<file path="src/rtl/div_share_ctrl.sv">
// Two-port front end for one shared multi-cycle divider: round-robin grant,
// launch/run/respond sequencing, divide-by-zero bypass and a run timeout.
module div_share_ctrl #(
  parameter int W       = 64,
  parameter int TIMEOUT = 256,
  parameter int CW      = 9
) (
  input  logic         clk,
  input  logic         rst,
  input  logic         req0_valid,
  output logic         req0_ready,
  input  logic [W-1:0] req0_a,
  input  logic [W-1:0] req0_b,
  input  logic         req1_valid,
  output logic         req1_ready,
  input  logic [W-1:0] req1_a,
  input  logic [W-1:0] req1_b,
  output logic         resp0_valid,
  output logic         resp1_valid,
  output logic [W-1:0] resp_q,
  output logic [W-1:0] resp_r,
  output logic         resp_dz,
  output logic         resp_err,
  output logic         busy,
  output logic [W-1:0] div_a,
  output logic [W-1:0] div_b,
  output logic         div_rst,
  input  logic [W-1:0] div_q,
  input  logic [W-1:0] div_r,
  input  logic         div_rdy
);

  typedef enum logic [1:0] {IDLE, LAUNCH, RUN, RESP} state_t;

  state_t        state, state_nxt;
  logic          last_grant;
  logic          owner;
  logic [CW-1:0] cnt;
  logic          grant0, grant1;
  logic          accept;
  logic [W-1:0]  acc_a, acc_b;
  logic          rdy_hit, timeout_hit;

  // Request handshake: a request transfers on a rising edge where reqN_valid
  // and reqN_ready are both high; ready is only ever offered in IDLE.
  always_comb begin
    grant0 = 1'b0;
    grant1 = 1'b0;
    if (state == IDLE) begin
      if (req0_valid && req1_valid) begin
        grant0 = last_grant;
        grant1 = ~last_grant;
      end else begin
        grant0 = req0_valid;
        grant1 = req1_valid;
      end
    end
  end

  assign accept = grant0 | grant1;
  assign acc_a  = grant1 ? req1_a : req0_a;
  assign acc_b  = grant1 ? req1_b : req0_b;

  // The first RUN cycle ignores div_rdy so a level left over from the
  // previous operation can never be mistaken for completion.
  assign rdy_hit     = (state == RUN) && div_rdy && (cnt != '0);
  assign timeout_hit = (state == RUN) && !rdy_hit && (cnt == CW'(TIMEOUT - 1));

  always_comb begin
    state_nxt = state;
    case (state)
      IDLE:    if (accept) state_nxt = (acc_b == '0) ? RESP : LAUNCH;
      LAUNCH:  state_nxt = RUN;
      RUN:     if (rdy_hit || timeout_hit) state_nxt = RESP;
      RESP:    state_nxt = IDLE;
      default: state_nxt = IDLE;
    endcase
  end

  always_ff @(posedge clk or posedge rst) begin
    if (rst) begin
      state      <= IDLE;
      last_grant <= 1'b1;
      owner      <= 1'b0;
      cnt        <= '0;
      div_a      <= '0;
      div_b      <= '0;
      resp_q     <= '0;
      resp_r     <= '0;
      resp_dz    <= 1'b0;
      resp_err   <= 1'b0;
    end else begin
      state <= state_nxt;
      if (accept) begin
        owner      <= grant1;
        last_grant <= grant1;
        if (acc_b == '0) begin
          resp_q   <= '1;
          resp_r   <= acc_a;
          resp_dz  <= 1'b1;
          resp_err <= 1'b0;
        end else begin
          div_a <= acc_a;
          div_b <= acc_b;
        end
      end
      if (state == LAUNCH) begin
        cnt <= '0;
      end else if (state == RUN) begin
        cnt <= cnt + CW'(1);
      end
      // Result registers only move on a capture, so they hold across IDLE.
      if (rdy_hit) begin
        resp_q   <= div_q;
        resp_r   <= div_r;
        resp_dz  <= 1'b0;
        resp_err <= 1'b0;
      end else if (timeout_hit) begin
        resp_q   <= '0;
        resp_r   <= '0;
        resp_dz  <= 1'b0;
        resp_err <= 1'b1;
      end
    end
  end

  assign req0_ready  = grant0;
  assign req1_ready  = grant1;
  assign resp0_valid = (state == RESP) && !owner;
  assign resp1_valid = (state == RESP) && owner;
  assign div_rst     = (state != RUN);
  assign busy        = (state != IDLE);

endmodule

</file>
<file path="config.mk">
export PLATFORM = sky130hd
export DESIGN_NAME = div_share_ctrl
export DESIGN_NICKNAME = d
export VERILOG_FILES = /design/src/rtl/div_share_ctrl.sv
export SDC_FILE = /design/constraint.sdc
export NUM_CORES = 1
export LEC_CHECK = 0
export ABC_AREA = 1
export CAP_MARGIN = 5
export CORE_AREA = 3 3 251 253
export DETAILED_ROUTE_END_ITERATION = 8
export DIE_AREA = 0 0 254 256
export HOLD_SLACK_MARGIN = 0.12
export SYNTH_ARGS = -nofsm -noshare
export SYNTH_HDL_FRONTEND = slang
export SYNTH_SLANG_ARGS = --single-unit
</file>
<file path="constraint.sdc">
create_clock -name clk -period 8.85 [get_ports clk]
set_input_delay 1.3275 -clock clk [delete_from_list [all_inputs] [get_ports clk]]
set_output_delay 1.3275 -clock clk [all_outputs]
set_load 0.005 [all_outputs]
</file>
==> flow_summary.ini <==
[status]
status = complete, no violations

[placement]
hpwl_um = 48460
place_inst = 3367
io_buffers = 652
place_congestion = 0.8997

[route]
drt-total-wl_um = 67850
antenna_left = 0
post_drt_wl_per_cell_um = 19.76
num_vias = 15840
drt_iter0_markers = 1187
drc_errors = 0
vias_per_cell = 4.612
dr.pass1.iters = 5

[clocking]
hold_buffers = 0
clockBufferDepth = 3
cts_setup_buffers = 0
cts-root-buf = clkbuf_16
clk_pin_slew_ns = 0.05
numClockSinks = 271
cts_tree = done
clk_latency_ns = 0.53
cts.htree.levels = 2
cts.repair.resized = 0
cts_buffers = 35

[grt]
track_usage = 0.2008
top_usage_layer = met2
grt_pass1_vias = 15630
grt_antenna_before_repair = 7
grt_use_met1 = 0.2574
grt_max_degree = 142
grt-ovfl-total = 0
met2_usage = 0.3287
met3_usage = 0.04593
grt_pass1_wl_um = 99840

[setup_path]
crit_type = input port to register
critPathMaxStageDelay_ns = 0.80
regToRegStartpoint = state[1]$_DFFE_PP0P_
rr_endpoint = div_a[18]$_DFFE_PP0P_
ff2ff_path_depth = 18
cpMaxStageDelayCell = buf_4
cp.required_ns = 9.21
cp_common_cell = nand2_1
endpoint = div_a[18]$_DFFE_PP0P_
cp_max_fo = 98
crit_start = req0_valid
crit_arrival_ns = 6.51
r2r_slack_ns = 3.35
critPathCaptureType = register
path_cells = clkdlybuf4s50_1 -> nand2_1 -> nand2_4 -> buf_4 -> nand2_1 -> nand2_1 -> nor2_1 -> nand2_1 -> nor2_1 -> nand2_1 -> nor2_1 -> nand2_2 -> nand2_4 -> buf_4 -> buf_4 -> o21ai_0
start_kind = input port

[sta]
fmax_ghz = 0.1625
fin_crit_sh = 0.6955
rsz0062_at_grt = false
setup_viol = 0
tightestPinTransition_ns = 1.030
drv_slew = 0
skew_ns = 0.01450
fin_crit_ns = 6.155
max_slew_margin = 0.3132
timing.setup.tns_ns = 0
hold_violations = 0

[synthesis]
synth_area_leaders = dfrtp_1, nand2_1, nand3_1
synthCells = 2068
synth_cell_types = 28
synth_top_area_cell = dfrtp_1
syn_area_per_cell_um2 = 7.116
ys_seq_elements = 271
syn_area_mm2 = 0.01472
ys_seq_area_frac = 0.4609
yosysWarnings = 0
synth_nets = 2464
yosysTopAreaCellShare = 0.4591

[power]
vdd_drop_max_mv = 0.1814
power_density_mw_per_mm2 = 302.5
p_leak_nw = 10.67

[hold_path]
min_path_type = register to register
hold_depth = 2

[final_layout]
final_cells = 3434
final_nets = 3010
synthToLayoutAreaGrowth_pct = 55.03
fillerInstances = 6469
drive_gt1_frac = 0.03335
final_cell_mix = nand2_1, clkdlybuf4s50_1, nand3_1
final_common_cell = nand2_1

[job]
cap_viol_max_count = 0

[floorplan]
core_area_mm2 = 0.06126
dieArea_mm2 = 0.06502
boundaryPins = 653
initial_utilization = 0.2402
std_cell_rows = 91
die_h_um = 256
fp.dieW_um = 254
## worst min-delay path by stage
stage                               start                     to
floorplan               owner$_DFFE_PP0P_      owner$_DFFE_PP0P_
global placement    div_b[57]$_DFFE_PP0P_  div_b[57]$_DFFE_PP0P_
detailed placement  div_b[41]$_DFFE_PP0P_  div_b[41]$_DFFE_PP0P_
CTS                 div_b[41]$_DFFE_PP0P_  div_b[41]$_DFFE_PP0P_
global route        div_b[10]$_DFFE_PP0P_  div_b[10]$_DFFE_PP0P_
finish              div_b[13]$_DFFE_PP0P_  div_b[13]$_DFFE_PP0P_
## cell families after synthesis
logic type	after synthesis	share of synthesized area
flops	271	0.4609
xor+xnor	1	0.0005952
fa+ha+maj	7	0.005951
buf+inv	254	0.07533
compound gates	141	0.05917
mux	1	0.0006802
simple gates	1393	0.3974
## metrics by stage
stage / hold slack, ns / power, W / util / area [µm²] / worst slack [ns]
global placement: 0.4535 / 0.005547 / 0.3544 / 21710 / 2.274
floorplan: 0.4645 / 0.003685 / - / 14720 / 0.05713
CTS: 0.4726 / 0.007012 / 0.3723 / 22800 / 2.659
global route: 0.4862 / 0.007427 / 0.3724 / 22810 / 2.078
finish: 0.4678 / 0.006901 / 0.3725 / 22820 / 2.695
detailed placement: 0.4581 / 0.005571 / 0.3544 / 21710 / 2.091
## sequential cells by signal, summed over array words and instances, names as in the netlist
register and cells:
div_a 64, div_b 64, resp_q 64, resp_r 64, cnt 9, state 2, last_grant 1, owner 1
resp_dz 1, resp_err 1
## Yosys cell counts, drive strengths merged
master	n
nor2	54
a22oi	1
dfstp	1
o21ai	67
dfrtp	270
nand4	1
o22ai	2
nand2	917
and2	64
or2	1
clkbuf	86
inv	90
xor2	1
a21oi	7
nor3	5
and3	2
nand3	347
mux2i	1
ha	7
o211ai	64
nor4	1
nor3b	1
buf	78
## power by group
part	switching [W]	total (W)	internal (W)
registers	0.000278	0.00203	0.00175
clock network	0.000568	0.00139	0.000821
logic	0.00195	0.00348	0.00153
total	0.00280	0.00690	0.00410
## critical path, delay by kind of cell
kind | cells | cell delay, ns
buf+inv | 4 | 2.33
compound gates | 1 | 0.19
simple gates | 11 | 2.51
## area by class of cell
| type | count | area (µm²) | area share |
|---|---|---|---|
| multi-input cells | 1543 | 6890 | 0.3020 |
| flip-flops and latches | 271 | 6783 | 0.2973 |
| repair buffers | 673 | 6696 | 0.2935 |
| clock buffers | 55 | 1021 | 0.04475 |
| well taps | 790 | 988.4 | 0.04332 |
| inverters | 90 | 354.1 | 0.01552 |
| clock inverters | 7 | 70.07 | 0.003071 |
| diodes | 5 | 12.51 | 0.0005484 |
## layer usage
layer  wire length, µm  part of all wire  up-vias
met4              2300             0.034        2
met5                13           0.00019        -
met3              5273             0.078      114
met1             28520              0.42     7428
met2             31740              0.47      597
li1                  -                 -     7696
Power figures use the tool's default switching activity.
